==> config.mk <==
export PLATFORM = sky130hd
export DESIGN_NAME = sprite_compositor
export DESIGN_NICKNAME = d
export VERILOG_FILES = /design/src/rtl/sprite_pkg.sv /design/src/rtl/sprite_layer_hit.sv /design/src/rtl/sprite_compositor.sv
export SDC_FILE = /design/constraint.sdc
export NUM_CORES = 2
export LEC_CHECK = 0
export BUFFER_PORTS_ARGS = -buffer_cell sky130_fd_sc_hd__buf_4
export CAP_MARGIN = 20
export CORE_UTILIZATION = 50
export DETAILED_ROUTE_END_ITERATION = 16
export PLACE_DENSITY = 0.67
export SYNTH_ARGS = -nofsm -noshare
export SYNTH_HDL_FRONTEND = slang
export SYNTH_SLANG_ARGS = --single-unit
==> constraint.sdc <==
create_clock -name clk_i -period 9.09 [get_ports clk_i]
set_input_delay 0 -clock clk_i [delete_from_list [all_inputs] [get_ports clk_i]]
set_output_delay 0 -clock clk_i [all_outputs]
set_load 0.02 [all_outputs]
==> src/rtl/sprite_pkg.sv <==
// Shared types and constants for the sprite compositor: scene encoding,
// keycodes, winner colours and a layer geometry record.
package sprite_pkg;

  typedef enum logic [1:0] {
    SCENE_TITLE     = 2'b00,
    SCENE_OVERWORLD = 2'b01,
    SCENE_BATTLE    = 2'b10,
    SCENE_RESULT    = 2'b11
  } scene_t;

  localparam logic [7:0] KEY_ENTER = 8'h28;
  localparam logic [7:0] KEY_SPACE = 8'h2C;
  localparam logic [7:0] KEY_1     = 8'h1E;
  localparam logic [7:0] KEY_2     = 8'h1F;
  localparam logic [7:0] KEY_3     = 8'h20;

  localparam logic [1:0] WIN_RED   = 2'b00;
  localparam logic [1:0] WIN_BLUE  = 2'b01;
  localparam logic [1:0] WIN_NONE  = 2'b10;
  localparam logic [1:0] WIN_GREEN = 2'b11;

  localparam logic [23:0] RGB_RED   = 24'hFF0000;
  localparam logic [23:0] RGB_BLUE  = 24'h0000FF;
  localparam logic [23:0] RGB_GREEN = 24'h00FF00;

  localparam int GEOM_W = 10;

  typedef struct packed {
    logic [GEOM_W-1:0] x;
    logic [GEOM_W-1:0] y;
    logic [GEOM_W-1:0] w;
    logic [GEOM_W-1:0] h;
  } layer_geom_t;

  function automatic logic [23:0] winnerRgb(input logic [1:0] win);
    case (win)
      WIN_RED:   return RGB_RED;
      WIN_BLUE:  return RGB_BLUE;
      WIN_GREEN: return RGB_GREEN;
      default:   return 24'h000000;
    endcase
  endfunction

endpackage

==> src/rtl/sprite_layer_hit.sv <==
// One layer's rectangle hit test and ROM address generation, registered
// so the address reaches the external ROM at the end of the first stage.
module sprite_layer_hit #(
  parameter int COORD_W = 10,
  parameter int ADDR_W  = 12
) (
  input  logic               clk_i,
  input  logic               reset_i,
  input  logic [COORD_W-1:0] drawX_i,
  input  logic [COORD_W-1:0] drawY_i,
  input  logic [COORD_W-1:0] x_i,
  input  logic [COORD_W-1:0] y_i,
  input  logic [COORD_W-1:0] w_i,
  input  logic [COORD_W-1:0] h_i,
  input  logic               en_i,
  output logic               hit_o,
  output logic [ADDR_W-1:0]  addr_o
);

  localparam int PROD_W = (2*COORD_W > ADDR_W) ? 2*COORD_W : ADDR_W;

  logic [COORD_W:0]   xEnd;
  logic [COORD_W:0]   yEnd;
  logic               inX;
  logic               inY;
  logic [COORD_W-1:0] dx;
  logic [COORD_W-1:0] dy;
  logic [PROD_W-1:0]  offset;
  logic               hit_d;
  logic [ADDR_W-1:0]  addr_d;
  logic               hit_q;
  logic [ADDR_W-1:0]  addr_q;

  // Right/bottom edges carry an extra bit so layers near the coordinate limit never wrap.
  always_comb begin
    xEnd   = {1'b0, x_i} + {1'b0, w_i};
    yEnd   = {1'b0, y_i} + {1'b0, h_i};
    inX    = (drawX_i >= x_i) && ({1'b0, drawX_i} < xEnd);
    inY    = (drawY_i >= y_i) && ({1'b0, drawY_i} < yEnd);
    hit_d  = en_i && inX && inY;
    dx     = drawX_i - x_i;
    dy     = drawY_i - y_i;
    offset = PROD_W'(dy) * PROD_W'(w_i) + PROD_W'(dx);
    addr_d = hit_d ? offset[ADDR_W-1:0] : '0;
  end

  always_ff @(posedge clk_i) begin
    if (reset_i) begin
      hit_q  <= 1'b0;
      addr_q <= '0;
    end else begin
      hit_q  <= hit_d;
      addr_q <= addr_d;
    end
  end

  assign hit_o  = hit_q;
  assign addr_o = addr_q;

endmodule

==> src/rtl/sprite_compositor.sv <==
// Three-stage sprite compositor with palette lookup and a frame-synchronised
// scene state machine that can replace the picture with a winner colour.
module sprite_compositor
  import sprite_pkg::*;
#(
  parameter int              NUM_LAYERS      = 4,
  parameter int              COORD_W         = 10,
  parameter int              ADDR_W          = 12,
  parameter int              IDX_W           = 6,
  parameter logic [IDX_W-1:0] TRANSPARENT_IDX = '0,
  parameter int              FLASH_FRAMES    = 30
) (
  input  logic                         clk_i,
  input  logic                         reset_i,
  input  logic [COORD_W-1:0]           DrawX_i,
  input  logic [COORD_W-1:0]           DrawY_i,
  input  logic                         frame_start_i,
  input  logic [7:0]                   keycode_i,
  input  logic [1:0]                   winner_i,
  input  logic [NUM_LAYERS*COORD_W-1:0] layer_x_i,
  input  logic [NUM_LAYERS*COORD_W-1:0] layer_y_i,
  input  logic [NUM_LAYERS*COORD_W-1:0] layer_w_i,
  input  logic [NUM_LAYERS*COORD_W-1:0] layer_h_i,
  input  logic [NUM_LAYERS-1:0]        layer_en_i,
  input  logic [IDX_W-1:0]             bg_idx_i,
  output logic [NUM_LAYERS*ADDR_W-1:0] layer_addr_o,
  input  logic [NUM_LAYERS*IDX_W-1:0]  layer_data_i,
  input  logic                         pal_we_i,
  input  logic [IDX_W-1:0]             pal_waddr_i,
  input  logic [23:0]                  pal_wdata_i,
  output logic [1:0]                   scene_o,
  output logic [7:0]                   Red_o,
  output logic [7:0]                   Green_o,
  output logic [7:0]                   Blue_o
);

  localparam int PAL_DEPTH = 2**IDX_W;
  localparam int FLASH_W   = $clog2(FLASH_FRAMES + 1);

  logic [NUM_LAYERS-1:0] hitS0;
  logic [NUM_LAYERS-1:0] hitS1_q;
  logic [IDX_W-1:0]      bgS0_q, bgS1_q;
  logic                  resS0_q, resS1_q;
  logic [1:0]            winS0_q, winS1_q;
  logic [IDX_W-1:0]      selIdx;
  logic [IDX_W-1:0]      layerIdx;
  logic [23:0]           rgb_d, rgb_q;
  logic [23:0]           pal_q [PAL_DEPTH];

  scene_t               scene_q, scene_d;
  logic [7:0]           keyReq_q, keyReq_d;
  logic [7:0]           key;
  logic [1:0]           winner_q, winner_d;
  logic [FLASH_W-1:0]   flash_q, flash_d;

  for (genvar g = 0; g < NUM_LAYERS; g++) begin : gLayer
    sprite_layer_hit #(
      .COORD_W(COORD_W),
      .ADDR_W (ADDR_W)
    ) uHit (
      .clk_i  (clk_i),
      .reset_i(reset_i),
      .drawX_i(DrawX_i),
      .drawY_i(DrawY_i),
      .x_i    (layer_x_i[g*COORD_W +: COORD_W]),
      .y_i    (layer_y_i[g*COORD_W +: COORD_W]),
      .w_i    (layer_w_i[g*COORD_W +: COORD_W]),
      .h_i    (layer_h_i[g*COORD_W +: COORD_W]),
      .en_i   (layer_en_i[g]),
      .hit_o  (hitS0[g]),
      .addr_o (layer_addr_o[g*ADDR_W +: ADDR_W])
    );
  end

  // The result-screen flag travels with each pixel so the bypass keeps the normal latency.
  always_ff @(posedge clk_i) begin
    if (reset_i) begin
      bgS0_q  <= '0;
      bgS1_q  <= '0;
      hitS1_q <= '0;
      resS0_q <= 1'b0;
      resS1_q <= 1'b0;
      winS0_q <= '0;
      winS1_q <= '0;
      rgb_q   <= '0;
    end else begin
      bgS0_q  <= bg_idx_i;
      bgS1_q  <= bgS0_q;
      hitS1_q <= hitS0;
      resS0_q <= (scene_q == SCENE_RESULT);
      resS1_q <= resS0_q;
      winS0_q <= winner_q;
      winS1_q <= winS0_q;
      rgb_q   <= rgb_d;
    end
  end

  // Scanning from the last layer down lets the lowest-numbered opaque layer win.
  always_comb begin
    selIdx   = bgS1_q;
    layerIdx = '0;
    for (int i = NUM_LAYERS-1; i >= 0; i--) begin
      layerIdx = layer_data_i[i*IDX_W +: IDX_W];
      if (hitS1_q[i] && (layerIdx != TRANSPARENT_IDX)) selIdx = layerIdx;
    end
    rgb_d = resS1_q ? winnerRgb(winS1_q) : pal_q[selIdx];
  end

  always_ff @(posedge clk_i) begin
    if (reset_i) begin
      for (int k = 0; k < PAL_DEPTH; k++) pal_q[k] <= '0;
    end else if (pal_we_i) begin
      pal_q[pal_waddr_i] <= pal_wdata_i;
    end
  end

  always_ff @(posedge clk_i) begin
    if (reset_i) begin
      scene_q  <= SCENE_TITLE;
      keyReq_q <= '0;
      winner_q <= '0;
      flash_q  <= '0;
    end else begin
      scene_q  <= scene_d;
      keyReq_q <= keyReq_d;
      winner_q <= winner_d;
      flash_q  <= flash_d;
    end
  end

  // A key arriving together with frame_start takes precedence over the pending one.
  always_comb begin
    scene_d  = scene_q;
    keyReq_d = keyReq_q;
    winner_d = winner_q;
    flash_d  = flash_q;
    key      = (keycode_i != 8'h00) ? keycode_i : keyReq_q;
    if (keycode_i != 8'h00) keyReq_d = keycode_i;
    if (frame_start_i) begin
      keyReq_d = '0;
      if (scene_q == SCENE_RESULT) begin
        if (flash_q == '0) scene_d = SCENE_OVERWORLD;
        else               flash_d = flash_q - FLASH_W'(1);
      end else if (key == KEY_1) begin
        scene_d = SCENE_TITLE;
      end else if (key == KEY_2) begin
        scene_d = SCENE_OVERWORLD;
      end else if (key == KEY_3) begin
        scene_d = SCENE_BATTLE;
      end else begin
        case (scene_q)
          SCENE_TITLE:     if (key == KEY_ENTER) scene_d = SCENE_OVERWORLD;
          SCENE_OVERWORLD: if (key == KEY_ENTER) scene_d = SCENE_BATTLE;
          SCENE_BATTLE: begin
            if ((key == KEY_SPACE) && (winner_i != WIN_NONE)) begin
              scene_d  = SCENE_RESULT;
              winner_d = winner_i;
              flash_d  = FLASH_W'(FLASH_FRAMES - 1);
            end
          end
          default: ;
        endcase
      end
    end
  end

  assign scene_o = scene_q;
  assign {Red_o, Green_o, Blue_o} = rgb_q;

endmodule

# After elaboration in Yosys (flattened, before gate mapping)
# Memory sizes are Yosys's and may differ from the RTL's.
# Cells that the tools add are included.
[totals]
out_inout_bits = 74
n_memories = 1
elab_cells = 161
mem_bits_rw = 1536
inputBits = 258
reg_bits = 115
[op_classes]
reduce_logical = 41
bitwise = 8
multipliers = 4
order_cmp = 16
add_sub_neg = 21
mux = 31
eq_ne = 19
[mem_list]
columns = ["name", "words", "width", "read_ports", "rd_clocked_by_memory_dff", "wr", "line", "source"]
rows = [
  ["pal_q", 64, 24, 1, 0, 64, "sprite_compositor.sv:48", "logic [23:0] pal_q [PAL_DEPTH];"],
]
[ops]
columns = ["op", "count"]
rows = [
  ["$add 10x10->11", 8],
  ["$lt 10x11->1", 8],
  ["$ge 10x10->1", 8],
  ["$sub 10x10->10", 8],
  ["$pmux 24 s3", 1],
  ["$add 12x10->12", 4],
  ["$mul 10x10->12", 4],
  ["$mux 24", 2],
  ["$mux 5", 7],
  ["$mux 6", 5],
  ["$eq 8x6->1 const B", 3],
  ["$reduce_bool 6->1", 4],
  ["$reduce_or 24->1", 1],
  ["$logic_and 1x1->1", 21],
  ["$ne 6x6->1 const B", 3],
  ["$eq 8x5->1 const B", 2],
  ["$mux 2", 8],
  ["$reduce_and 7->1", 2],
  ["$ne 2x2->1 const B", 5],
  ["$reduce_or 2->1", 5],
  ["$mux 8", 1],
  ["$not 1->1", 8],
  ["$reduce_bool 8->1", 1],
  ["$reduce_bool 7->1", 1],
  ["10 further kinds", 20],
]

# Longest topological paths before layout
[depth]
depth_word = 10
ltp_mapped = 28
depth_no_buf = 28

# Cells and area by module
# Synthesis repeated with hierarchy kept, for this count alone.
[unflattened]
hier_cells = 7918
area_unflattened_um2 = 92600.1
[modules_own_cells]
columns = ["module", "area_per_inst_um2", "seq_area_each_um2", "cells_each", "instances"]
rows = [
  ["sprite_compositor", 73825.8, 47385.4, 5651, 1],
  ["sprite_layer_hit at gLayer[0].uHit ...", 4583.1, 260.2, 552, 3],
  ["sprite_layer_hit at gLayer[3].uHit", 5024.8, 260.2, 611, 1],
]

# Worst setup path after synthesis
# Ideal clock, no wire load.
[synth_path]
kind = "input-to-reg"
start = "in DrawY_i[0]"
end = "reg gLayer[2].uHit.addr_q[11]"
setup_ns = 0.115
n_path_buf = 0
arrival_time_ns = 6.169
path_stages = 27
t_required_ns = 8.975
path_slack_ns = 2.806
cell_sequence = "inv_1 > ha_1 > fa_1 > nor2b_1 > o31a_1 > o21ai_0 > nor2b_1 > xnor2_1 > nand2_1 > fa_1 > inv_1 > fa_1 > inv_1 > fa_1 > inv_1 > fa_1 > inv_1 > fa_1 > xnor2_1 > xnor2_1 > xnor2_1 > xnor2_1 > xnor3_1 > xnor3_1 > xnor3_1 > xor2_1 > and2_1"
[synth_via]
elab_chain_len = 5
[synth_rtl]
columns = ["element", "line", "source"]
rows = [
  ["from (decl)", "sprite_compositor.sv:16", "input logic [COORD_W-1:0] DrawY_i,"],
  ["branches (longest 5 deep; another with $mul 10x10->12)", "-", ""],
  ["to (signal assigned)", "sprite_layer_hit.sv:53", "addr_q <= addr_d;"],
  ["to (decl)", "sprite_layer_hit.sv:32", "logic [ADDR_W-1:0] addr_q;"],
]
# Several ways; the timed one is not identified.
# A chain may end at the register's enable or synchronous reset.

# Final worst setup path
[layout_path]
start = "in DrawY_i[0]"
end = "reg gLayer[0].uHit.addr_q[11]"
[layout_via]
elab_chain_len = 5
[layout_rtl]
columns = ["element", "line"]
rows = [
  ["branches (longest 5 deep; another with $mul 10x10->12)", "-"],
  ["to (signal assigned)", "sprite_layer_hit.sv:53"],
  ["to (decl)", "sprite_layer_hit.sv:32"],
]
# Several ways; the timed one is not identified.

==> results.json <==
{
  "synth_xor_area_share_pct": 1.83,
  "slew_headroom_pct": 18.2,
  "avgViaCountPerCell": 5.87,
  "synth_nets": 8778,
  "tightestPinTransition_ns": 1.23,
  "fin_crit_ns": 7.37,
  "cts_root_buf": "clkbuf_16",
  "hold_violations": 0,
  "drc_errors": 0,
  "dp_cells": 10213,
  "muxShareOfSynthArea_pct": 4.37,
  "vdd_drop_max_mv": 0.418,
  "worstSetupPathType": "primary input to register",
  "arrival_ns": 8.08,
  "synth_top_family_by_area": "simple AND/OR/NAND/NOR gates",
  "cts_tree": "done",
  "fin_nets": 8977,
  "hold_path.class": "primary input to register",
  "ctsHtreeMaxLevel": 4,
  "ant_nets": 0,
  "antenna_found_initial": 29,
  "yosys.area_share.simple_pct": 20.1,
  "place_ws_ns": 1.96,
  "ys_seq_area_share_pct": 52.9,
  "clock_latency_ns": 0.83,
  "whs_endpoint": "gLayer[2].uHit.addr_o[10]$_SDFF_PP0_",
  "die_w_um": 430,
  "wl_um": 278000,
  "io_buffers": 331,
  "synth-adder-area-share_pct": 9.38,
  "crit_buf_inv": 4,
  "ys_ff_latch": 1651,
  "slowest_stage": "fa_1",
  "crit_family": "adder cells",
  "synthCells": 7957,
  "stdcell_count": 10681,
  "p_per_area_nw_per_um2": 237,
  "synth-edff-count": 1536,
  "drv_slew": 0,
  "grt_pass1_wl_um": 408000,
  "synthesis.area_um2": 91500,
  "cts_sinks": 1651,
  "rsz0062_at_grt": "no",
  "gr-total-overflow": 0,
  "power.total_mw": 24.4,
  "synth_flop_cell": "edfxtp_1",
  "first_global_vias": 62293,
  "clk_pin_slew_ns": 0.07,
  "drive_gt1_share_pct": 12.6,
  "area_growth_syn_to_layout_pct": 12.5,
  "r2r_end": "rgb_q[8]$_SDFF_PP0_",
  "boundaryPins": 332,
  "die_area_um2": 185000,
  "core_um2": 181000,
  "ctsLongestPathBuffers": 3,
  "cts_setup_buffers": 0,
  "finalSetupTns_ns": 0,
  "leakage_nw": 40.2,
  "rows": 156,
  "start_kind": "primary input",
  "hold_depth": 4,
  "track_usage_pct": 29.9,
  "first_pass_iters": 7,
  "yosysWarnings": 0,
  "setup_ws_ns": 1.72,
  "avgSynthCellArea_um2": 11.5,
  "finalSetupViolCount": 0,
  "fmax_ghz": 0.136,
  "hp-start": "DrawX_i[9]",
  "dpl.hpwl_um": 174000,
  "utilization_pct": 56.8,
  "path_max_fanout": 8,
  "cp_common_cell": "xnor2_1",
  "cpPeakStageDelay_ns": 0.59,
  "wl_per_cell_um": 26.0,
  "start_util_pct": 50.5,
  "required_ns": 9.81,
  "skew_ns": 0.0362,
  "timing.rr.start": "hitS1_q[3]$_SDFF_PP0_",
  "die_h_um": 430,
  "grt_max_degree": 132,
  "vias": 62657,
  "outcome": "finished, final reports clean",
  "synthDistinctLibCells": 81,
  "endpoint_kind": "register",
  "cts_buffers": 176,
  "r2r_cells": 11,
  "fin_crit_sh_pct": 81.0,
  "drt-initial-drc-count": 6612,
  "place_congestion": 0.926,
  "synth_compound_area_share_pct": 6.63,
  "ys_async_sr_fraction_pct": 0,
  "cap_violations": 0,
  "reg2reg_slack_ns": 3.86
}
==> power by group <==
part / total [mW] / internal (mW) / switching, mW
Clock: 6.89 / 3.85 / 3.04
Combinational: 8.69 / 3.98 / 4.72
Sequential: 8.82 / 8.71 / 0.114
Total: 24.4 / 16.5 / 7.87
==> how the worst max path moves through the flow <==
stage / depth (start not counted) / to / startpoint / slack [ns]
after floorplan: 27 / gLayer[2].uHit.addr_o[11]$_SDFF_PP0_ / DrawY_i[0] / 2.81
after global placement: 27 / gLayer[2].uHit.addr_o[11]$_SDFF_PP0_ / DrawY_i[1] / 2.02
after detailed placement: 27 / gLayer[2].uHit.addr_o[11]$_SDFF_PP0_ / DrawY_i[1] / 1.96
after CTS: 29 / gLayer[2].uHit.addr_o[11]$_SDFF_PP0_ / DrawY_i[1] / 1.74
after global routing: 30 / gLayer[2].uHit.addr_o[11]$_SDFF_PP0_ / DrawY_i[0] / 1.30
final: 28 / gLayer[0].uHit.addr_o[11]$_SDFF_PP0_ / DrawY_i[0] / 1.72
==> tightest hold or removal path: stages <==
cell	delay, ns
buf_4	0.23
ha_1	0.19
a21oi_1	0.11
nor4_1	0.28
==> synthesized netlist by cell type, types with 15 or more instances <==
master | number | area share, %
o21bai_1 | 20 | 0.16
nand2b_1 | 72 | 0.49
a21oi_1 | 227 | 1.2
nor2b_1 | 121 | 0.83
and2_1 | 1575 | 11
inv_1 | 441 | 1.8
a221oi_2 | 16 | 0.26
and3_1 | 39 | 0.27
buf_6 | 24 | 0.30
clkbuf_1 | 410 | 1.7
buf_1 | 43 | 0.18
nor3_1 | 27 | 0.15
dfxtp_1 | 115 | 2.5
xnor2_1 | 97 | 0.93
nor2_1 | 207 | 0.85
o21ai_0 | 157 | 0.86
a221o_1 | 15 | 0.16
a311oi_1 | 21 | 0.20
fa_1 | 204 | 4.5
nand4_1 | 53 | 0.36
buf_2 | 53 | 0.29
edfxtp_1 | 1536 | 50
mux4_2 | 162 | 4.0
a22o_1 | 16 | 0.15
a32oi_1 | 62 | 0.59
buf_4 | 32 | 0.26
o21a_1 | 33 | 0.27
nand3_1 | 279 | 1.5
a21boi_0 | 18 | 0.15
a21o_1 | 63 | 0.52
or3_1 | 23 | 0.16
nand2_1 | 1026 | 4.2
xor2_1 | 68 | 0.65
ha_1 | 359 | 4.9
a22oi_1 | 89 | 0.73
a31oi_1 | 44 | 0.30
==> final cells by class <==
type | instances | area (µm²)
fill | 14967 | 78200
sequential | 1651 | 48400
multi-input combinational | 5292 | 39300
timing repair buffer | 594 | 5050
clock buffer | 233 | 4800
tap | 2370 | 2970
inverter | 441 | 1660
clock inverter | 86 | 633
antenna | 14 | 35.0
==> per-stage QoR <==
stage          hold slack (ns)  area [µm²]
6_report                0.0692      103000
5_1_grt                 0.0838      103000
4_1_cts                0.00883      103000
3_5_place_dp             0.228       96000
3_3_place_gp             0.214       95900
2_1_floorplan            0.117       91500
==> layout by cell type (no fill, tap or decap), types with 18 or more instances in the layout <==
cell and count:
a21o_1 63, o21ai_2 42, nand2b_1 71, dlygate4sd3_1 124
clkbuf_1 43, clkbuf_16 181, a311oi_1 21, o21a_1 31
a32oi_1 62, nor2_2 51, clkinv_1 42, a21oi_1 227
o21ai_4 22, a31oi_1 44, nor2_1 156, nand3_1 279
o21ai_0 95, dfxtp_1 115, nor3_1 26, o21bai_1 20
nand4_1 53, ha_1 359, or3_1 23, fa_1 204
clkinv_2 20, nor2b_1 121, xor2_1 68, and3_1 37
xnor2_1 97, nand2_1 1026, inv_1 440, buf_4 442
a22oi_1 89, and2_1 1575, edfxtp_1 1536, a21boi_0 18
mux4_2 162
==> repair_timing <==
action,CTS,global route
resized for setup,0,0
hold endpoints to repair,1216,0
hold buffers,124,0
==> sequential cells by signal, indices dropped and copies added, names as in the netlist <==
name	flops
gLayer.uHit.addr_o	48
flash_q	5
rgb_q	24
bgS0_q	6
gLayer.uHit.hit_o	4
winS1_q	2
resS0_q	1
resS1_q	1
pal_q	1536
bgS1_q	6
scene_o	2
winS0_q	2
winner_q	2
hitS1_q	4
keyReq_q	8
==> routing by layer <==
layer	track usage (%)	wire length (µm)	up-vias
met2	48.9	133000	2776
met1	38.3	107000	31263
met5	0	29	-
li1	-	-	27989
met4	16.0	16100	4
met3	4.63	21900	625
==> cell families after synthesis <==
group,Yosys count
adder cells (fa/ha/maj),563
XOR/XNOR,175
buffers and inverters,1014
AO/OA/AOI/OAI,885
AND/OR/NAND/NOR,3485
multiplexers,184
flip-flops,1651
Power figures use the tool's default switching activity.
